<file path="config.mk">
export PLATFORM = sky130hd
export DESIGN_NAME = irq_ctl
export DESIGN_NICKNAME = d
export VERILOG_FILES = /design/src/rtl/irq_ctl_pkg.sv /design/src/rtl/irq_sync.sv /design/src/rtl/irq_ctl.sv
export SDC_FILE = /design/constraint.sdc
export NUM_CORES = 1
export LEC_CHECK = 0
export ABC_AREA = 1
export CAP_MARGIN = 15
export CORE_MARGIN = 2
export CORE_UTILIZATION = 35
export DETAILED_ROUTE_END_ITERATION = 8
export DONT_BUFFER_PORTS = 1
export PLACE_DENSITY = 0.53
export SKIP_CTS_REPAIR_TIMING = 1
export SLEW_MARGIN = 20
export SYNTH_ARGS = -nofsm -noshare
export SYNTH_HDL_FRONTEND = slang
export SYNTH_SLANG_ARGS = --single-unit
</file>
<file path="constraint.sdc">
create_clock -name clk -period 1.5 [get_ports clk]
set_clock_uncertainty 0.05 [all_clocks]
set_input_delay 0.375 -clock clk [delete_from_list [all_inputs] [get_ports clk]]
set_output_delay 0.375 -clock clk [all_outputs]
set_load 0.03 [all_outputs]
</file>
<file path="src/rtl/irq_ctl_pkg.sv">
// Shared definitions for the 65C02 vectored interrupt controller:
// register window offsets, FSM states and the IRQ vector addresses.
package irq_ctl_pkg;

   localparam logic [2:0] REG_PEND   = 3'd0;
   localparam logic [2:0] REG_MASK   = 3'd1;
   localparam logic [2:0] REG_EDGE   = 3'd2;
   localparam logic [2:0] REG_POL    = 3'd3;
   localparam logic [2:0] REG_ACTIVE = 3'd4;
   localparam logic [2:0] REG_EOI    = 3'd5;
   localparam logic [2:0] REG_VECL   = 3'd6;
   localparam logic [2:0] REG_VECH   = 3'd7;

   localparam logic [15:0] VEC_LO = 16'hFFFE;
   localparam logic [15:0] VEC_HI = 16'hFFFF;

   typedef enum logic [1:0] {
      IDLE    = 2'd0,
      VEC     = 2'd1,
      SERVICE = 2'd2
   } state_t;

endpackage

</file>
<file path="src/rtl/irq_sync.sv">
// Brings the asynchronous interrupt sources into the clock domain, applies
// per-source polarity and flags the cycle in which each active level rises.
module irq_sync #(
   parameter int NSRC = 8
) (
   input  logic            clk,
   input  logic            reset_n,
   input  logic [NSRC-1:0] src,
   input  logic [NSRC-1:0] pol,
   output logic [NSRC-1:0] act,
   output logic [NSRC-1:0] rise
);

   logic [NSRC-1:0] meta;
   logic [NSRC-1:0] sync;
   logic [NSRC-1:0] act_q;

   always_ff @(posedge clk or negedge reset_n) begin
      if (!reset_n) begin
         meta  <= '0;
         sync  <= '0;
         act_q <= '0;
      end else begin
         meta  <= src;
         sync  <= meta;
         act_q <= act;
      end
   end

   // POL=1 means the source is active high, so an inverted POL bit flips it.
   assign act  = sync ^ ~pol;
   assign rise = act & ~act_q;

endmodule

</file>
<file path="src/rtl/irq_ctl.sv">
// Vectored interrupt controller on the 65C02 bus: pending/mask registers,
// priority selection, and IRQ vector substitution with EOI-terminated service.
module irq_ctl
   import irq_ctl_pkg::*;
#(
   parameter int          NSRC = 8,
   parameter logic [15:0] BASE = 16'hFE00
) (
   input  logic            clk,
   input  logic            reset_n,
   input  logic [15:0]     AB,
   input  logic            WE,
   input  logic [7:0]      DO,
   output logic [7:0]      DI,
   output logic            DI_sel,
   input  logic [NSRC-1:0] src,
   output logic            irq
);

   state_t state;
   state_t state_nxt;

   logic [NSRC-1:0] pend;
   logic [NSRC-1:0] pend_nxt;
   logic [NSRC-1:0] mask;
   logic [NSRC-1:0] edge_en;
   logic [NSRC-1:0] pol;
   logic [7:0]      vecl;
   logic [7:0]      vech;
   logic [2:0]      act_id;

   logic [NSRC-1:0] act;
   logic [NSRC-1:0] rise;
   logic [NSRC-1:0] req;
   logic [NSRC-1:0] w1c;
   logic [NSRC-1:0] clr_vec;
   logic [2:0]      win_id;
   logic            has_req;
   logic            win_hit;
   logic            wr_reg;
   logic            eoi_wr;
   logic            fetch_lo;
   logic            fetch_hi;
   logic            vec_take;
   logic            vech_take;
   logic [7:0]      rd_data;

   irq_sync #(.NSRC(NSRC)) u_sync (
      .clk     (clk),
      .reset_n (reset_n),
      .src     (src),
      .pol     (pol),
      .act     (act),
      .rise    (rise)
   );

   assign win_hit  = (AB[15:3] == BASE[15:3]);
   assign wr_reg   = WE && win_hit;
   assign eoi_wr   = wr_reg && (AB[2:0] == REG_EOI);
   assign fetch_lo = !WE && (AB == VEC_LO);
   assign fetch_hi = !WE && (AB == VEC_HI);
   assign req      = pend & mask;
   assign has_req  = |req;

   // Lowest index wins, so scan downward and let the last hit stand.
   always_comb begin
      win_id = 3'd0;
      for (int i = NSRC - 1; i >= 0; i--) begin
         if (req[i]) win_id = 3'(i);
      end
   end

   always_ff @(posedge clk or negedge reset_n) begin
      if (!reset_n) state <= IDLE;
      else          state <= state_nxt;
   end

   always_comb begin
      state_nxt = state;
      case (state)
         IDLE:    if (fetch_lo && has_req) state_nxt = VEC;
         VEC:     state_nxt = SERVICE;
         SERVICE: if (eoi_wr) state_nxt = IDLE;
         default: state_nxt = IDLE;
      endcase
   end

   always_comb begin
      irq       = 1'b0;
      vec_take  = 1'b0;
      vech_take = 1'b0;
      case (state)
         IDLE: begin
            irq      = has_req;
            vec_take = fetch_lo && has_req;
         end
         VEC:     vech_take = fetch_hi;
         default: ;
      endcase
   end

   // An edge arriving in the same cycle as a W1C or vector acknowledge must not be lost.
   always_comb begin
      w1c = (wr_reg && (AB[2:0] == REG_PEND)) ? DO[NSRC-1:0] : '0;
      for (int i = 0; i < NSRC; i++) begin
         clr_vec[i]  = vec_take && (win_id == 3'(i));
         pend_nxt[i] = edge_en[i] ? (rise[i] | (pend[i] & ~w1c[i] & ~clr_vec[i]))
                                  : act[i];
      end
   end

   always_comb begin
      rd_data = 8'h00;
      case (AB[2:0])
         REG_PEND:   rd_data = 8'(pend);
         REG_MASK:   rd_data = 8'(mask);
         REG_EDGE:   rd_data = 8'(edge_en);
         REG_POL:    rd_data = 8'(pol);
         REG_ACTIVE: rd_data = {state == SERVICE, 4'b0000, act_id};
         REG_VECL:   rd_data = vecl;
         REG_VECH:   rd_data = vech;
         default:    rd_data = 8'h00;
      endcase
   end

   always_ff @(posedge clk or negedge reset_n) begin
      if (!reset_n) begin
         pend    <= '0;
         mask    <= '0;
         edge_en <= '0;
         pol     <= '0;
         vecl    <= 8'h00;
         vech    <= 8'h00;
         act_id  <= 3'd0;
      end else begin
         pend <= pend_nxt;
         if (wr_reg) begin
            case (AB[2:0])
               REG_MASK: mask    <= DO[NSRC-1:0];
               REG_EDGE: edge_en <= DO[NSRC-1:0];
               REG_POL:  pol     <= DO[NSRC-1:0];
               REG_VECL: vecl    <= DO;
               REG_VECH: vech    <= DO;
               default:  ;
            endcase
         end
         if (vec_take) act_id <= win_id;
      end
   end

   // Read data lands one cycle after the address, like the synchronous RAM it overrides.
   always_ff @(posedge clk or negedge reset_n) begin
      if (!reset_n) begin
         DI     <= 8'h00;
         DI_sel <= 1'b0;
      end else if (vec_take) begin
         DI     <= {vecl[7:4], win_id, 1'b0};
         DI_sel <= 1'b1;
      end else if (vech_take) begin
         DI     <= vech;
         DI_sel <= 1'b1;
      end else if (!WE && win_hit) begin
         DI     <= rd_data;
         DI_sel <= 1'b1;
      end else begin
         DI     <= 8'h00;
         DI_sel <= 1'b0;
      end
   end

endmodule

</file>
Word-level counts from Yosys, hierarchy flattened
Index checks and enable logic that the tools add are counted.

Bits in registers: 86. Input bits: 35. Output and inout bits: 10. Logic and storage cells: 135.

Equality and inequality tests: 21. Multiplexer cells: 30. Bitwise gates (word level): 45. Reduce and logical (&&, ||, !) cells: 26.

Operator list (count): $pmux W8 S7 (1); $eq A16 B16 Y1 const B (2); $mux W8 (4); $eq A3 B3 Y1 const B (8); $mux W3 (8); $and A1 B1 Y1 (16); $and A8 B8 Y8 (2); $not A1 Y1 (16); $not A8 Y8 (2); $logic_and A1 B1 Y1 (15); $mux W1 (14); $eq A13 B13 Y1 const B (1); $eq A3 B2 Y1 const B (4); $reduce_and A2 Y1 (6); $or A1 B1 Y1 (8); $reduce_or A8 Y1 (1); $xor A8 B8 Y8 (1); $eq A3 B1 Y1 const B (2); $logic_not A3 Y1 (2); $pmux W2 S3 (1); $mux W2 (2); $ne A2 B2 Y1 const B (2); $eq A2 B1 Y1 const B (1); $eq A2 B2 Y1 const B (1); other kinds (2) (2).

Longest topological paths before layout
Word-level depth: 15. Depth in mapped cells: 12. Mapped depth without buffers: 12.

Hierarchy
From an unflattened synthesis, not the netlist that was laid out.

Cells, all modules: 493. Area total of the unflattened synthesis: 4042.6 um2.

Modules (own cells, without submodules): irq_ctl (times used 1, cells each 413, area each 3191.8 um2, sequential area each 1551.5 um2); irq_sync (times used 1, cells each 80, area each 850.8 um2, sequential area each 600.6 um2).

Worst setup path after synthesis
No wires, ideal clock.

Path type: flip-flop to flip-flop. Start point: register mask[0]. End point: register pend[4]. Setup time: 0.116 ns. Data arrival time: 1.413 ns. Required time: 1.334 ns. Slack: -0.080 ns. Cell stages (with the launch flop): 10. Path buffers: 0. Clock period less this slack: 1.580 ns. Cell sequence: dfrtp_1 nand2_1 nand2_1 nor2_1 a21boi_2 nand2_4 nor2_1 nand3_1 nand2_1 nand2_1.

Cells in the longest elaborated chain, start to end: 9. Elaborated cells between the ends (all ways): 11. Those cells by class: eq/ne: 1; mux: 3; bitwise: 4; reduce/logical: 3.

RTL lines: from (decl) (line irq_ctl.sv:25) `logic [NSRC-1:0] mask;`; from (signal assigned) (line irq_ctl.sv:139) `REG_MASK: mask <= DO[NSRC-1:0];`; $and A8 B8 Y8 (*) (line irq_ctl.sv:62) `assign req = pend & mask;`; $reduce_or A8 Y1 (line irq_ctl.sv:63) `assign has_req = |req;`; $logic_and A1 B1 Y1 (line irq_ctl.sv:95) `vec_take = fetch_lo && has_req;`; $mux W1 (line irq_ctl.sv:92) `case (state)`; $logic_and A1 B1 Y1 (*) (line irq_ctl.sv:106) `clr_vec[i] = vec_take && (win_id == 3'(i));`; $not A1 Y1 (*) (line irq_ctl.sv:107) `pend_nxt[i] = edge_en[i] ? (rise[i] | (pend[i] & ~w1c[i] & ~clr_vec[i]))`; $and A1 B1 Y1 (*) (line irq_ctl.sv:107); $or A1 B1 Y1 (*) (line irq_ctl.sv:107); $mux W1 (*) (line irq_ctl.sv:107); via pend_nxt[4] (line irq_ctl.sv:24) `logic [NSRC-1:0] pend_nxt;`; to (signal assigned) (line irq_ctl.sv:136) `pend <= pend_nxt;`; to (decl) (line irq_ctl.sv:23) `logic [NSRC-1:0] pend;`.

The timed path passes the listed nets; every way through them passes the cells marked *. A chain may end at the register's enable or synchronous reset.

Final worst setup path
Start point: register mask[1]. End point: output port irq.

Cells in the longest elaborated chain, start to end: 3.

RTL lines: $and A8 B8 Y8 (line irq_ctl.sv:62); $reduce_or A8 Y1 (line irq_ctl.sv:63); $mux W1 (line irq_ctl.sv:92); to (decl) (line irq_ctl.sv:17) `output logic irq`.

No other way between the ends.

==> flow_summary_export.csv <==
group,metric,value,unit
outcome,status,"finished with violations",
outcome,violations,"hold timing, setup timing",
routing,drt_iter0_markers,145,
place,dp_hpwl,7610,microns
cts,clk_latency,0.34,ns
cts,htreeDepth,3,
grt,grt.overflow.total,0,
die,dieWidth,111,microns
logic_synthesis,synth_top_flop_cell,"dfrtp_1",
logic_synthesis,ys_top_cells_by_area,"dfrtp_1 (53%), nand2_1 (15%), o21ai_1 (4.7%), nor2_1 (2.9%), nand3_1 (2.5%)",
cts,cts_buffer_depth,2,
routing,avgViaCountPerCell,4.82,
timing,tightest_slew,0.355,ns
power_and_ir_drop,seqPwrFrac,0.504,
routing,vias,3242,
place,place_ws,-0.220,ns
die,num_rows,39,
die,die-area,12400,sq um
logic_synthesis,avgSynthCellArea,8.82,sq um
power_and_ir_drop,clkPwrFrac,0.453,
timing,slew_violations,0,
grt,grt_use_met1,0.242,
worst_setup_path,required,1.07,ns
timing,max_freq,580,MHz
timing,fin_crit_sh,1.15,
worst_setup_path,setup.worst_path.end_class,"primary output",
layout,final_cells,672,
logic_synthesis,synth_top_area_frac,0.534,
logic_synthesis,syn_nets,492,
logic_synthesis,netlist_instances,457,
cts,cts_buffers,9,
timing,setup_viol_count_final,17,
logic_synthesis,synthArstFlopShare,1.00,
grt,use_met3,0.0410,
grt,grt_pass1_vias,3136,
die,dieHeight,111,microns
grt,grt_max_degree,87,
grt,grt_antenna_before_repair,0,
worst_setup_path,startpoint_type,"flop",
place,io_buffers,0,
die,io_pins,45,
power_and_ir_drop,p_leak,2.47,nW
worst_setup_path,r2r_slack,-0.13,ns
layout,area_delta_synth_final,26.1,%
routing,drc,0,
cts,root_buffer,"clkbuf_16",
timing,holdWs,-0.325,ns
routing,ant_nets,0,
layout,final_nets,561,
grt,grt_pass1_wl,16900,microns
logic_synthesis,synth_top_area_cell,"dfrtp_1",
flow_run,cap_viol_max_count,0,
power_and_ir_drop,p_per_area,930,nW/um^2
logic_synthesis,ys_warn_count,0,
worst_setup_path,cp_max_fo,3,
power_and_ir_drop,power,0.00473,W
worst_setup_path,arrival,1.30,ns
cts,numClockSinks,86,
logic_synthesis,ys_seq_area_frac,0.534,
cts,clk_pin_slew_worst_paths,0.06,ns
power_and_ir_drop,ir_drop,473,uV
place,gp_congestion,0.856,
power_and_ir_drop,p_sw,0.00100,W
cts,cts_tree,"done",
routing,routed_wl,10500,microns
die,core_area,11300,sq um
place,place_inst,643,
layout,fin_area,5080,sq um
power_and_ir_drop,p_int,0.00373,W
timing,slew_headroom,0.762,
grt,grtUsageMet2,0.275,
timing,period_needed,1.72,ns
hold_path,min-delay-path-class,"in2async",
timing,worst_slack,-0.224,ns
layout,antenna_cells,0,
worst_setup_path,timing_worst_setup_path_type,"reg2out",
logic_synthesis,synth_cell_type_count,30,
layout,drive_gt1_frac,0.255,
power_and_ir_drop,switching_share,0.212,
grt,grt_usage,0.178,
logic_synthesis,synth_edf_count,0,
logic_synthesis,ys_ff_latch,86,
routing,routedWlPerCell,15.6,microns
place,postPlaceCellArea,4550,sq um
grt,busiest_layer,"met2",
routing,drt-pass1-iter-count,4,
timing,rsz0062_at_grt,"yes",
die,initial_core_util,0.356,
power_and_ir_drop,combinationalPowerShare,0.043,
timing,hold_violations,86,
logic_synthesis,syn_area,4030,sq um
==> final timing paths <==
path / start / cells past startpoint / endpoint
max reg2reg: mask[1]$_DFFE_PN0P_ / 11 / pend[0]$_DFF_PN0_
min in group clk: WE / 1 / DI_sel$_DFF_PN0_
max: mask[1]$_DFFE_PN0P_ / 5 / irq
min reg2reg: u_sync.meta[4]$_DFF_PN0_ / 0 / u_sync.sync[4]$_DFF_PN0_
max in group asynchronous: reset_n / 0 / vech[4]$_DFFE_PN0P_
min: reset_n / 0 / vech[1]$_DFFE_PN0P_
==> state kept, by name, summed over array words and instances, names as in the netlist, 2 cells and up <==
signal        flops
act_id            3
mask              8
vech              8
vecl              8
pol               8
state             2
u_sync.sync       8
u_sync.act_q      8
pend              8
u_sync.meta       8
edge_en           8
DI                8
==> Yosys cell counts, types with 2 or more instances <==
library cell	count
nor3_4	2
nand3_1	20
buf_6	7
a22oi_1	2
nand2_1	163
nor2_1	31
o21ai_1	38
o21ai_0	8
o21ai_2	8
o21bai_1	4
xnor2_1	8
nand4_1	3
nand2_2	2
nor3_1	4
o211ai_1	2
inv_2	4
nand2_4	8
inv_1	25
nor2_2	6
nor2_8	3
a21oi_1	15
dfrtp_1	86
==> layer usage <==
| metal | up-vias | part of all wire |
|---|---|---|
| met5 | - | 0 |
| met4 | 0 | 0.019 |
| met3 | 13 | 0.062 |
| met2 | 74 | 0.46 |
| met1 | 1535 | 0.45 |
| li1 | 1620 | - |
==> area by class of cell <==
class | instances | area, sq um
Fill cell | 1126 | 6240
Tap cell | 143 | 179
Multi-Input combinational cell | 333 | 1800
Clock buffer | 12 | 236
Clock inverter | 2 | 35.0
Sequential cell | 86 | 2150
Inverter | 30 | 119
Timing Repair Buffer | 66 | 561
==> critical path, cell delays in order (launching register included) <==
cell and delay (ns):
dfrtp_1 0.39, nand2_2 0.10, nand2_4 0.10, nor2_4 0.05
a21boi_4 0.17, buf_6 0.15
==> cells in the final DEF (no fill, tap or decap), types with 10 or more instances in the layout <==
cell     netlist  layout
a21oi_1       15      14
inv_1         25      23
dfrtp_1       86      86
o21ai_1       38      38
nand2_1      163     149
buf_4          1      53
nand3_1       20      17
nand2_4        8      10
nor2_1        31      25
nand2_2        2      13
==> through the flow <==
step | TNS, ns | util
after floorplan | -0.00539 | -
after global placement | -5.35 | 0.402
after detailed placement | -5.91 | 0.402
after CTS | -1.13 | 0.426
after global routing | -2.76 | 0.449
final | -1.02 | 0.449
==> power groups by stage <==
stage	clock, W	sequential (W)	combinational, W
6_report	0.00214	0.00238	0.000203
5_1_grt	0.00230	0.00238	0.000221
4_1_cts	0.00220	0.00238	0.000186
2_1_floorplan	0	0.00242	0.000109
3_5_place_dp	0	0.00242	0.000185
3_3_place_gp	0	0.00242	0.000182
==> cell families after synthesis <==
kind of cell,share of synthesized area
and+or+nand+nor,0.288
DFF,0.534
AOI/OAI and AO/OA,0.111
buffers and inverters,0.0500
xor gates and xnor gates,0.0174
(Power assumes the default switching activity.)
